===== src/rtl/frame_sync_rx.sv =====
// frame_sync_rx: receive-side frame strobe tracker.
// Qualifies the incoming periodic strobe by pulse width and period, locks after
// LOCK_CNT consecutive good periods, then flywheels a local frame position so
// downstream logic sees a clean frame_start/pos even across missing or bad strobes.
module frame_sync_rx #(
    parameter int FRAME_LEN  = 256,
    parameter int STRB_WIDTH = 8,
    parameter int LOCK_CNT   = 3,
    parameter int LOSS_CNT   = 2
) (
    input  logic                         clk,
    input  logic                         rst,
    input  logic                         strb,
    output logic                         frame_start,
    output logic [$clog2(FRAME_LEN)-1:0] pos,
    output logic                         locked,
    output logic                         frame_err
);

    localparam int PW = $clog2(FRAME_LEN);
    localparam int WW = $clog2(STRB_WIDTH + 2);

    typedef enum logic [1:0] {HUNT, VERIFY, LOCKED} state_t;

    state_t          state_q, state_d;
    logic            strb_d;
    logic [WW-1:0]   width_cnt;
    logic            width_bad;
    logic [3:0]      good_cnt, good_d;
    logic [3:0]      miss_cnt, miss_d;
    logic            extra_rise, extra_d;
    logic [PW-1:0]   pos_d;
    logic            fs_d, err_d, lk_d;

    logic rise, fall, at_end;

    assign rise   = strb & ~strb_d;
    assign fall   = ~strb & strb_d;
    assign at_end = (pos == PW'(FRAME_LEN - 1));

    // Strobe delay for edge detection, and pulse width qualification.
    // The count restarts at 1 on a rise so that it includes the rise cycle itself;
    // it saturates one past the nominal width to flag a stuck-high strobe.
    always_ff @(posedge clk) begin
        if (rst) begin
            strb_d    <= 1'b0;
            width_cnt <= '0;
            width_bad <= 1'b0;
        end else begin
            strb_d <= strb;
            if (rise) begin
                width_cnt <= WW'(1);
                width_bad <= 1'b0;
            end else begin
                if (strb && (width_cnt != WW'(STRB_WIDTH + 1)))
                    width_cnt <= width_cnt + WW'(1);
                if ((fall && (width_cnt != WW'(STRB_WIDTH))) ||
                    (width_cnt == WW'(STRB_WIDTH + 1)))
                    width_bad <= 1'b1;
            end
        end
    end

    // State and output registers; every output is a flop.
    always_ff @(posedge clk) begin
        if (rst) begin
            state_q     <= HUNT;
            pos         <= '0;
            frame_start <= 1'b0;
            frame_err   <= 1'b0;
            locked      <= 1'b0;
            good_cnt    <= '0;
            miss_cnt    <= '0;
            extra_rise  <= 1'b0;
        end else begin
            state_q     <= state_d;
            pos         <= pos_d;
            frame_start <= fs_d;
            frame_err   <= err_d;
            locked      <= lk_d;
            good_cnt    <= good_d;
            miss_cnt    <= miss_d;
            extra_rise  <= extra_d;
        end
    end

    // Next-state and next-output decisions. The expected rise is at pos==FRAME_LEN-1
    // so that the position following it is 0.
    always_comb begin
        state_d = state_q;
        pos_d   = pos + PW'(1);
        fs_d    = 1'b0;
        err_d   = 1'b0;
        lk_d    = locked;
        good_d  = good_cnt;
        miss_d  = miss_cnt;
        extra_d = extra_rise;

        case (state_q)
            HUNT: begin
                lk_d    = 1'b0;
                extra_d = 1'b0;
                if (rise) begin
                    pos_d   = '0;
                    fs_d    = 1'b1;
                    good_d  = '0;
                    state_d = VERIFY;
                end
            end

            VERIFY: begin
                extra_d = 1'b0;
                if (at_end) begin
                    if (rise && !width_bad) begin
                        pos_d = '0;
                        fs_d  = 1'b1;
                        if ((good_cnt + 4'd1) == 4'(LOCK_CNT)) begin
                            state_d = LOCKED;
                            lk_d    = 1'b1;
                            miss_d  = '0;
                            good_d  = '0;
                        end else begin
                            good_d = good_cnt + 4'd1;
                        end
                    end else begin
                        state_d = HUNT;
                    end
                end else if (rise) begin
                    // Rise out of phase: treat it as a fresh first edge.
                    pos_d  = '0;
                    good_d = '0;
                    fs_d   = 1'b1;
                end
            end

            LOCKED: begin
                if (at_end) begin
                    // Flywheel: frame boundary is declared whether or not strb rose.
                    fs_d    = 1'b1;
                    extra_d = 1'b0;
                    if (rise && !width_bad && !extra_rise) begin
                        miss_d = '0;
                    end else begin
                        err_d = 1'b1;
                        if ((miss_cnt + 4'd1) == 4'(LOSS_CNT)) begin
                            state_d = HUNT;
                            lk_d    = 1'b0;
                            miss_d  = '0;
                        end else begin
                            miss_d = miss_cnt + 4'd1;
                        end
                    end
                end else if (rise) begin
                    // Stray rise: remembered as a fault, never re-phases pos.
                    extra_d = 1'b1;
                end
            end

            default: begin
                state_d = HUNT;
                lk_d    = 1'b0;
            end
        endcase
    end

endmodule

===== config.mk =====
export PLATFORM = sky130hd
export DESIGN_NAME = frame_sync_rx
export DESIGN_NICKNAME = d
export VERILOG_FILES = /design/src/rtl/frame_sync_rx.sv
export SDC_FILE = /design/constraint.sdc
export NUM_CORES = 1
export LEC_CHECK = 0
export ABC_AREA = 0
export CORE_ASPECT_RATIO = 0.5
export CORE_MARGIN = 4
export CORE_UTILIZATION = 47
export CTS_CLUSTER_SIZE = 14
export DETAILED_ROUTE_END_ITERATION = 7
export PLACE_DENSITY = 0.73
export SKIP_LAST_GASP = 1
export SYNTH_ARGS = -nofsm -noshare
export SYNTH_HDL_FRONTEND = slang
export SYNTH_SLANG_ARGS = --single-unit

===== constraint.sdc =====
create_clock -name clk -period 1.8 [get_ports clk]
set_input_delay 0.45 -clock clk [delete_from_list [all_inputs] [get_ports clk]]
set_output_delay 0.45 -clock clk [all_outputs]
set_load 0.02 [all_outputs]

## Word-level counts from Yosys, hierarchy flattened

Cells that the tools add are included.

- Equality and inequality tests: 18
- Reductions and logical operators: 20
- Multiplexer cells: 42
- Bitwise operators: 6
- Add/sub/neg operators: 4

Operators with widths:

| cell | number |
|---|---|
| two-way mux 4 bit | 10 |
| two-way mux 8 bit | 3 |
| one-hot mux 4 bit (2 select lines) | 2 |
| one-hot mux 8 bit (2 select lines) | 1 |
| two-way mux 1 bit | 15 |
| two-way mux 2 bit | 7 |
| != test 2 bit, second input constant | 7 |
| adder 4 x 1 -> 4 bit, second input constant | 3 |
| AND reduction 6 bit | 2 |
| != test 3 bit, second input constant | 3 |
| adder 8 x 1 -> 8 bit, second input constant | 1 |
| equality test 4 x 2 -> 1 bit, second input constant | 2 |
| equality test 8 bit, second input constant | 1 |
| != test 4 bit, second input constant | 2 |
| nonzero test 2 bit | 4 |
| one-hot mux 2 bit (3 select lines) | 1 |
| AND reduction 5 bit | 1 |
| equality test 4 bit, second input constant | 1 |
| logical AND 1 bit | 4 |
| NOT 1 bit | 4 |
| one-hot mux 1 bit (2 select lines) | 2 |
| AND reduction 2 bit | 2 |
| OR reduction 2 bit | 2 |
| one-hot mux 1 bit (3 select lines) | 1 |
| other kinds (7) | 9 |

- Register bits: 28
- Logic and storage cells: 102
- Input port bits: 3

## Depth between registers and ports, before layout

- Depth after elaboration: 7
- Gate-level depth with buffers: 7
- Gate-level depth less buffers: 7

## Least setup slack after synthesis

Ideal clock, no wire load.

- Path type: flip-flop to flip-flop
- From: register pos[0]
- To: register state_q[0]
- Data arrival time: 1.749 ns
- Setup slack: -0.076 ns
- Stages on the path, launching flop included: 7
- Cell sequence: dfxtp_1 ha_1 and4_1 nand2_1 a221oi_1 mux2i_1 nor2_1

- Word-level cells in the longest chain between the ends: 3

Ends and longest elaborated chain:

| element | RTL line | source |
|---|---|---|
| start, declared | 15 | `output logic [$clog2(FRAME_LEN)-1:0] pos,` |
| start signal, assigned | 77 | `pos <= pos_d;` |
| equality test 8 bit (*) | 39 | `assign at_end = (pos == PW'(FRAME_LEN - 1));` |
| != test 2 bit (no source line) | n/a |  |
| AND reduction 6 bit (no source line) (*) | n/a |  |
| end signal, assigned | 76 | `state_q <= state_d;` |
| end, declared | 25 | `state_t state_q, state_d;` |

Mark *: on every way between the ends. The rest lies on a longest branch, timed or not.
A chain may end at the register's enable or synchronous reset.

## Worst setup path in the final report

- From: register pos[6]
- To: output port pos[6]

No word-level cell between the ends.

==> run summary <==
The run finished with clean final reports. Sorting the synthesized cells by area gives the leading types as dfxtp_1 40%, ha_1 7.1%, a21oi_1 4.6%, nor2_1 4.5%, xor2_1 4.3%. Of the available clock period, the critical path in the final layout requires 97.1%. After synthesis, the netlist uses 42 different library cells.

The layout net count is 211, and the number of instances in the synthesized netlist is 159. Setup slack on the worst reg-to-reg path comes out at 0.07 ns. The leakage power summed over all cells came out at 0.843 nW. Counting cells, the worst reg-to-reg path comes to 7. The synthesized netlist devotes 6.21% of its cell area to XOR and XNOR gates. For this run, the top clock speed supported by timing is 0.572 GHz. The endpoint identified for the worst register-to-register timing path is miss_cnt[2]. Measured along the x axis, the die boundary spans 85.5 um. The number of global-route vias before repair is 1,215, and the measured slew at the worst slew-check pin is 0.319 ns. On the worst path, the slowest cell contributes a delay of 0.62 ns.

The logs give 13 for the row count and 213 for the fill cell instance count of the final layout. The part of the Yosys area used for sequential elements was 39.7%; the total congestion overflow was 0. Summing the areas of all and, or, nand and nor instances in the mapped netlist gives 28.4% of the synthesized area. The critical path buffer and inverter count came out at 1. The clock network fraction of design power was 26.0%. Combinational logic is responsible for 27.6% of the overall power. The CTS buffer count is 3, and the clock transition at the registers of the reported paths is 0.09 ns.

Net switching is 30.9% of the power. In the final routed layout, each cell accounts on average for 13.0 um. The number of buffers between clock root and the deepest sink is 2. The library cell occupying the most area in the post-synthesis netlist is dfxtp_1. The power density relative to cell area came out at 807 nW/um2. Cell internal power was estimated by the tool at 1.07 mW. When the netlist entered floorplanning its net count stood at 170.

In the synthesized netlist, the cells that appear most often are 28 x dfxtp_1, 17 x nor2_1, 13 x a21oi_1. The area occupied by multi-input gates is 895 um2. For the routed via count, the log shows 1,247.

The logs give 0.507 ns for the minimum hold slack and 2730 um2 for the core area. The count of routing violations after the opening detailed-route iteration is 41, and the synthesized-area fraction occupied by adder cells is 7.09%. Setup repair after global routing could not meet its margin everywhere. The tree is rooted in a clkbuf_8.

Clock skew on the completed layout was measured at 0.00525 ns. The area growth from synthesis to layout is 35.8%. In this run the power spent charging and discharging nets is 477 uW.

From bottom edge to top edge, the die measures 46.8 um. The cell area after synthesis is 1410 um2, and the minimum clock period after layout is 1.75 ns. The tools report the nature of the critical path endpoint as a primary output. The tightest slew margin relative to the limit is 78.7%. The startpoint identified for the worst register-to-register timing path is pos[1]. The logs give 16.6% for the total track usage and 3070 um for the routed wire length. In this run the worst hold path is classified as register to register.

The setup path with the least slack is of type register to primary output. Number of iterations in the first detailed-routing pass: 5. The most frequently used cell type in the post-synthesis netlist was dfxtp_1. The run gives 0 as the number of hold violations in the final report. During synthesis, Yosys emitted a total of 0 warnings. The run gives 0 as the number of max-slew violations in the final report. Walking the worst path, the cells encountered are clkdlybuf4s50_1. The run gives 1.55 mW as the overall power of the completed layout. STA puts the critical path data arrival time at 1.30 ns. The clock reaches the later pin of the worst-skew pair after 0.28 ns. For the setup TNS, the log shows 0 ns.

Registers take 568 um2. A synthesized cell averages 8.88 um2. The hold path depth came out at 2.

The logic depth of the worst path, buffers included was 1. After synthesis the netlist holds a flip-flop and latch count of 28. At the worst endpoint, the required time is 1.35 ns. Summing the areas of all compound-gate instances in the mapped netlist gives 15.6% of the synthesized area. Across the run, the number of max-cap violations was 0. The largest individual stage delay along the critical path comes from the cell clkdlybuf4s50_1. The count of nets left with antenna violations once routing finished came out at 0.

Entering global routing, the biggest net connects 16 pins. Timing startpoint of the critical path: pos[6]. The number of buffers added on ports came out at 13. The first global-routing pass estimated 5230 um of wire. Antenna diode instance count: 0. The tools report the final design utilization as 70.1%. The number of vias per cell after detailed routing came out at 5.28.

STA classifies the critical path startpoint as a register. Sequential fraction of design power: 46.4%. The final-report setup violation count is 0. The H-tree depth reported by CTS was 1. Proportion of register bits with asynchronous set or reset after synthesis: 0%. The share of the synthesized area in the top cell type was 39.7%. At the end of routability-driven placement, the weighted congestion stood at 0.783. The fraction of layout instances using a drive strength above 1 works out to 25.1%. VDD sags by at most 0.510 mV.

The tools report the number of antenna violations at the first check in global routing as 0. Largest family of logic cells by synthesized area: simple AND/OR/NAND/NOR gates. The die covers 4000 um2. Number of top-level design ports: 14.

The starting density of the core was 51.6%. The HPWL after detailed placement is 2310 um, and the portion of netlist area occupied by mux cells is 0.709%. The cell class contributing the biggest share of worst-path delay is buffers and inverters. Number of synthesized flops with an enable pin: 0. The maximum fanout encountered on the critical timing path was 4. The hold buffer count at CTS is 0. The logs give 0 for the DRC violation count after routing and 28 for the sink count of the clock tree. The capture point of the worst path is pos[6]. For this run, the leading register cell type out of synthesis is dfxtp_1. TritonCTS built the clock tree.
cell families (layout without fill, tap and decap cells):
kind of cell | count (synthesis) | after routing
buffers and inverters | 8 | 48
adder cells (fa/ha/maj) | 8 | 8
AO/OA/AOI/OAI | 32 | 32
AND/OR/NAND/NOR | 72 | 72
multiplexers | 1 | 1
flip-flops | 28 | 28
XOR/XNOR | 10 | 10
area by class of cell:
cell class                 instances  area share, %
clock buffer                       4           2.87
inverter                           5          0.979
multi-input combinational        123           46.7
sequential                        28           29.6
tap                               37           2.42
timing repair buffer              39           17.4
through the flow:
step | instance area [um2] | worst slack (ns) | cells
final | 1920 | 0.0517 | 236
after global routing | 1920 | -0.0156 | 236
after CTS | 1830 | 0.00436 | 235
after detailed placement | 1770 | -0.332 | 231
after global placement | 1770 | -0.298 | 231
after floorplan | 1420 | 0.0398 | 159
state kept, by name (all words and copies together), names as in the netlist:
| signal | count |
|---|---|
| width_bad | 1 |
| state_q | 2 |
| good_cnt | 4 |
| extra_rise | 1 |
| frame_err | 1 |
| frame_start | 1 |
| width_cnt | 4 |
| pos | 8 |
| strb_d | 1 |
| miss_cnt | 4 |
| locked | 1 |
worst min-delay path by stage:
stage / slack (ns) / start / to
after floorplan: 0.46 / good_cnt[3] / good_cnt[3]
after global placement: 0.49 / width_cnt[1] / width_cnt[1]
after detailed placement: 0.49 / width_cnt[1] / width_cnt[1]
after CTS: 0.51 / width_cnt[1] / width_cnt[1]
after global routing: 0.53 / width_cnt[1] / width_cnt[1]
final: 0.51 / width_cnt[1] / width_cnt[1]
power by group through the flow:
| stage | Combinational [mW] | Sequential, mW | Clock [mW] |
|---|---|---|---|
| after CTS | 0.411 | 0.716 | 0.410 |
| after global placement | 0.405 | 0.729 | 0 |
| after global routing | 0.481 | 0.726 | 0.446 |
| after floorplan | 0.294 | 0.709 | 0 |
| after detailed placement | 0.409 | 0.730 | 0 |
| final | 0.426 | 0.718 | 0.402 |
tightest hold or removal path: cells and delay by family (launching register included):
family           cells  cell delay [ns]
flip-flops           1             0.35
AO/OA/AOI/OAI        1             0.06
AND/OR/NAND/NOR      1             0.07
placed cells by master, fill, tap and decap left out, types with 2 or more instances in the layout:
cell / count
xnor2_1: 3
a21oi_1: 13
nor3b_1: 3
nor2b_1: 6
nand3_1: 9
dfxtp_1: 24
ha_1: 6
and3_1: 4
clkdlybuf4s50_1: 8
o221a_2: 2
nand2_1: 11
xor2_1: 7
inv_1: 4
o21ai_0: 2
clkbuf_8: 4
buf_4: 26
ha_4: 2
nand3b_1: 3
nand2b_1: 2
nor2_1: 17
dlymetal6s2s_1: 4
o21a_1: 2
and2_1: 2
nand4_1: 2
dfxtp_2: 3
nor3_1: 2
metal layers:
layer | part of all wire (%) | global-route usage, % | routed length, um
met1 | 53 | 20.3 | 1620
met2 | 44 | 28.5 | 1340
met3 | 2.6 | 5.08 | 79
met4 | 0.88 | 6.62 | 27
met5 | 0 | 0 | 0
timing repair:
item | CTS | global route
pin swaps | 0 | 2
resized for setup | 2 | 19
setup endpoints to repair | 2 | 14
setup buffers | 0 | 1
No activity file was read; power rests on OpenSTA's default activity.
==> variant, RTL diff (same settings) <==
`STRB_WIDTH`: 8 -> 16.
--- a/src/rtl/frame_sync_rx.sv
+++ b/src/rtl/frame_sync_rx.sv
@@ -4,7 +4,7 @@
 // downstream logic sees a clean frame_start/pos even across missing or bad strobes.
 module frame_sync_rx #(
     parameter int FRAME_LEN  = 256,
-    parameter int STRB_WIDTH = 8,
+    parameter int STRB_WIDTH = 16,
     parameter int LOCK_CNT   = 3,
     parameter int LOSS_CNT   = 2
 ) (
Behaviour: same outputs for any inputs over 10 cycles, from zero or initial values and one cycle with rst high; that may be too few to reach the edited logic, so the function may still have changed.
==> variant against the original RTL <==
Cell count rose by 2.5%. First-iteration DRC count grew to 3.2 times the old value. Sequential power fell by 2%. Clock power grew 74%. Design area grew 1.4%. Power is 5.5% higher. Critical endpoint is now pos[7]. Setup slack better by 7.7 ps. Area after synthesis increased by 6.1%. Highest routed layer unchanged. Hold slack worse by 12 ps. Wire length rose by 11%. Via count increased by 9.1%. Sequential cell count rose by 1.
==> variant: results (changes against the original RTL) <==
* Status: complete, no violations (unchanged)
* GP Congestion at 0.8070 (was 0.7830)
* Reg2reg start: good_cnt[0] (was pos[1])
* Mapped Cells at 168 (was 159)
* Post-Layout Cell Count at 242 (was 236)
* Router iterations before antenna repair at 4 (was 5)
* Crit path from: pos[7] (was pos[6])
* WP data arrival at 1290 ps
* Setup crit end: pos[7] (was pos[6])
* Max H-tree Level at 2 (was 1)
* R2R Path End: miss_cnt[3] (was miss_cnt[2])
* Post-detail-place hpwl at 2373 µm (was 2311 µm)
* Hold Slack at 495.5 ps (was 507.1 ps)
* Cts bufs inserted at 5 (was 3)
* First-pass GRT wire length at 5540 µm (was 5230 µm)
* # port buffers at 13 (unchanged)
* Routed wire length at 3394 µm (was 3067 µm)
* Nets at 212 (was 211)
* Achievable Freq at 574.5 MHz (was 572.0 MHz)
* Sequential share of the synthesized area at 38.76% (was 39.72%)
* Synth area leaders: dfxtp_1 39%, ha_1 6.7%, xor2_1 5.3% (was dfxtp_1 40%, ha_1 7.1%, a21oi_1 4.6%)
* CTS clock-pin slew for the worst setup and hold paths at 60 ps (was 90 ps)
* Syn nets at 179 (was 170)
* P_leak at 0.8370 nW (was 0.8428 nW)
* Hold endpoint: width_cnt[1] (unchanged)
* Switch share at 25.13% (was 30.86%)
* Worst-skew pair later-pin latency at 280 ps (about the same)
* Global-route usage over all layers at 17.62% (was 16.62%)
* Vias in the first global route at 1251 (was 1215)
* Flop-to-flop setup slack at 60 ps
* Total number of vias at 1361 (was 1247)
* Maximum VDD drop at 452.9 µV (was 509.8 µV)
* Starting DRT DRC Count at 132 (was 41)
* Layout Skew at 5.777 ps (was 5.255 ps)
* Post-cts sizing count at 5 (was 2)
* Slowest cell on crit path: clkdlybuf4s50_1 (unchanged)
* Comb pwr share at 13.8% (was 27.6%)
* Top Registers: pos x8, width_cnt x5
* Place WS at -292.1 ps (was -331.9 ps)
* Largest net degree at the start of global routing at 11 (was 16)
* Commonest cells in the netlist: 29 x dfxtp_1, 19 x nor2_1, 13 x nand3_1 (was 28 x dfxtp_1, 17 x nor2_1, 13 x a21oi_1)
* Distinct cells, synth at 46 (was 42)
* Proportion of layout cells with a drive suffix above 1 at 20.79% (was 25.13%)
* Cell total after placement at 233 (was 231)
* Internal power at 1.222 mW (was 1.069 mW)
* Ys async rst share at 0% (unchanged)
* Postcts setup bufs at 1 (was 0)
* Worst rel slew slack at 74.11% (was 78.70%)
* Placed standard-cell area at 1785 µm² (was 1770 µm²)
* Worst R2R Path Depth at 5 (was 7)
* Power Sequential at 0.705 mW (was 0.718 mW)
## variant: cell count changes in the layout (fill, tap and decap cells not counted), sizes merged, moves of 4 or more
cell,change
inv,+7
buf,-8
nand3,+4
a21oi,-10
## variant: layout make-up
type / instances / area [µm²]
Tap cell: 40 / 50.05
Sequential cell: 29 / 583.1
Multi-Input combinational cell: 122 / 867.1
Fill cell: 247 / 1086
Clock buffer: 7 / 86.33
Clock inverter: 1 / 30.03
Timing Repair Buffer: 31 / 282.8
Inverter: 12 / 45.04
## variant: kinds of logic after synthesis
kind of cell | count (synthesis) | synth area share [%]
and+or+nand+nor | 72 | 27.49
AOI/OAI and AO/OA | 29 | 14.12
DFF | 29 | 38.76
buffers and inverters | 17 | 5.179
xor gates and xnor gates | 11 | 6.433
adders and majority gates | 8 | 6.684
muxes | 2 | 1.337
## variant: per-layer routing
metal	GRT usage (%)	part of all wire, %
met5	0	0
met4	7.339	2.3
met3	6.529	4.2
met2	28.29	47
met1	21.93	46
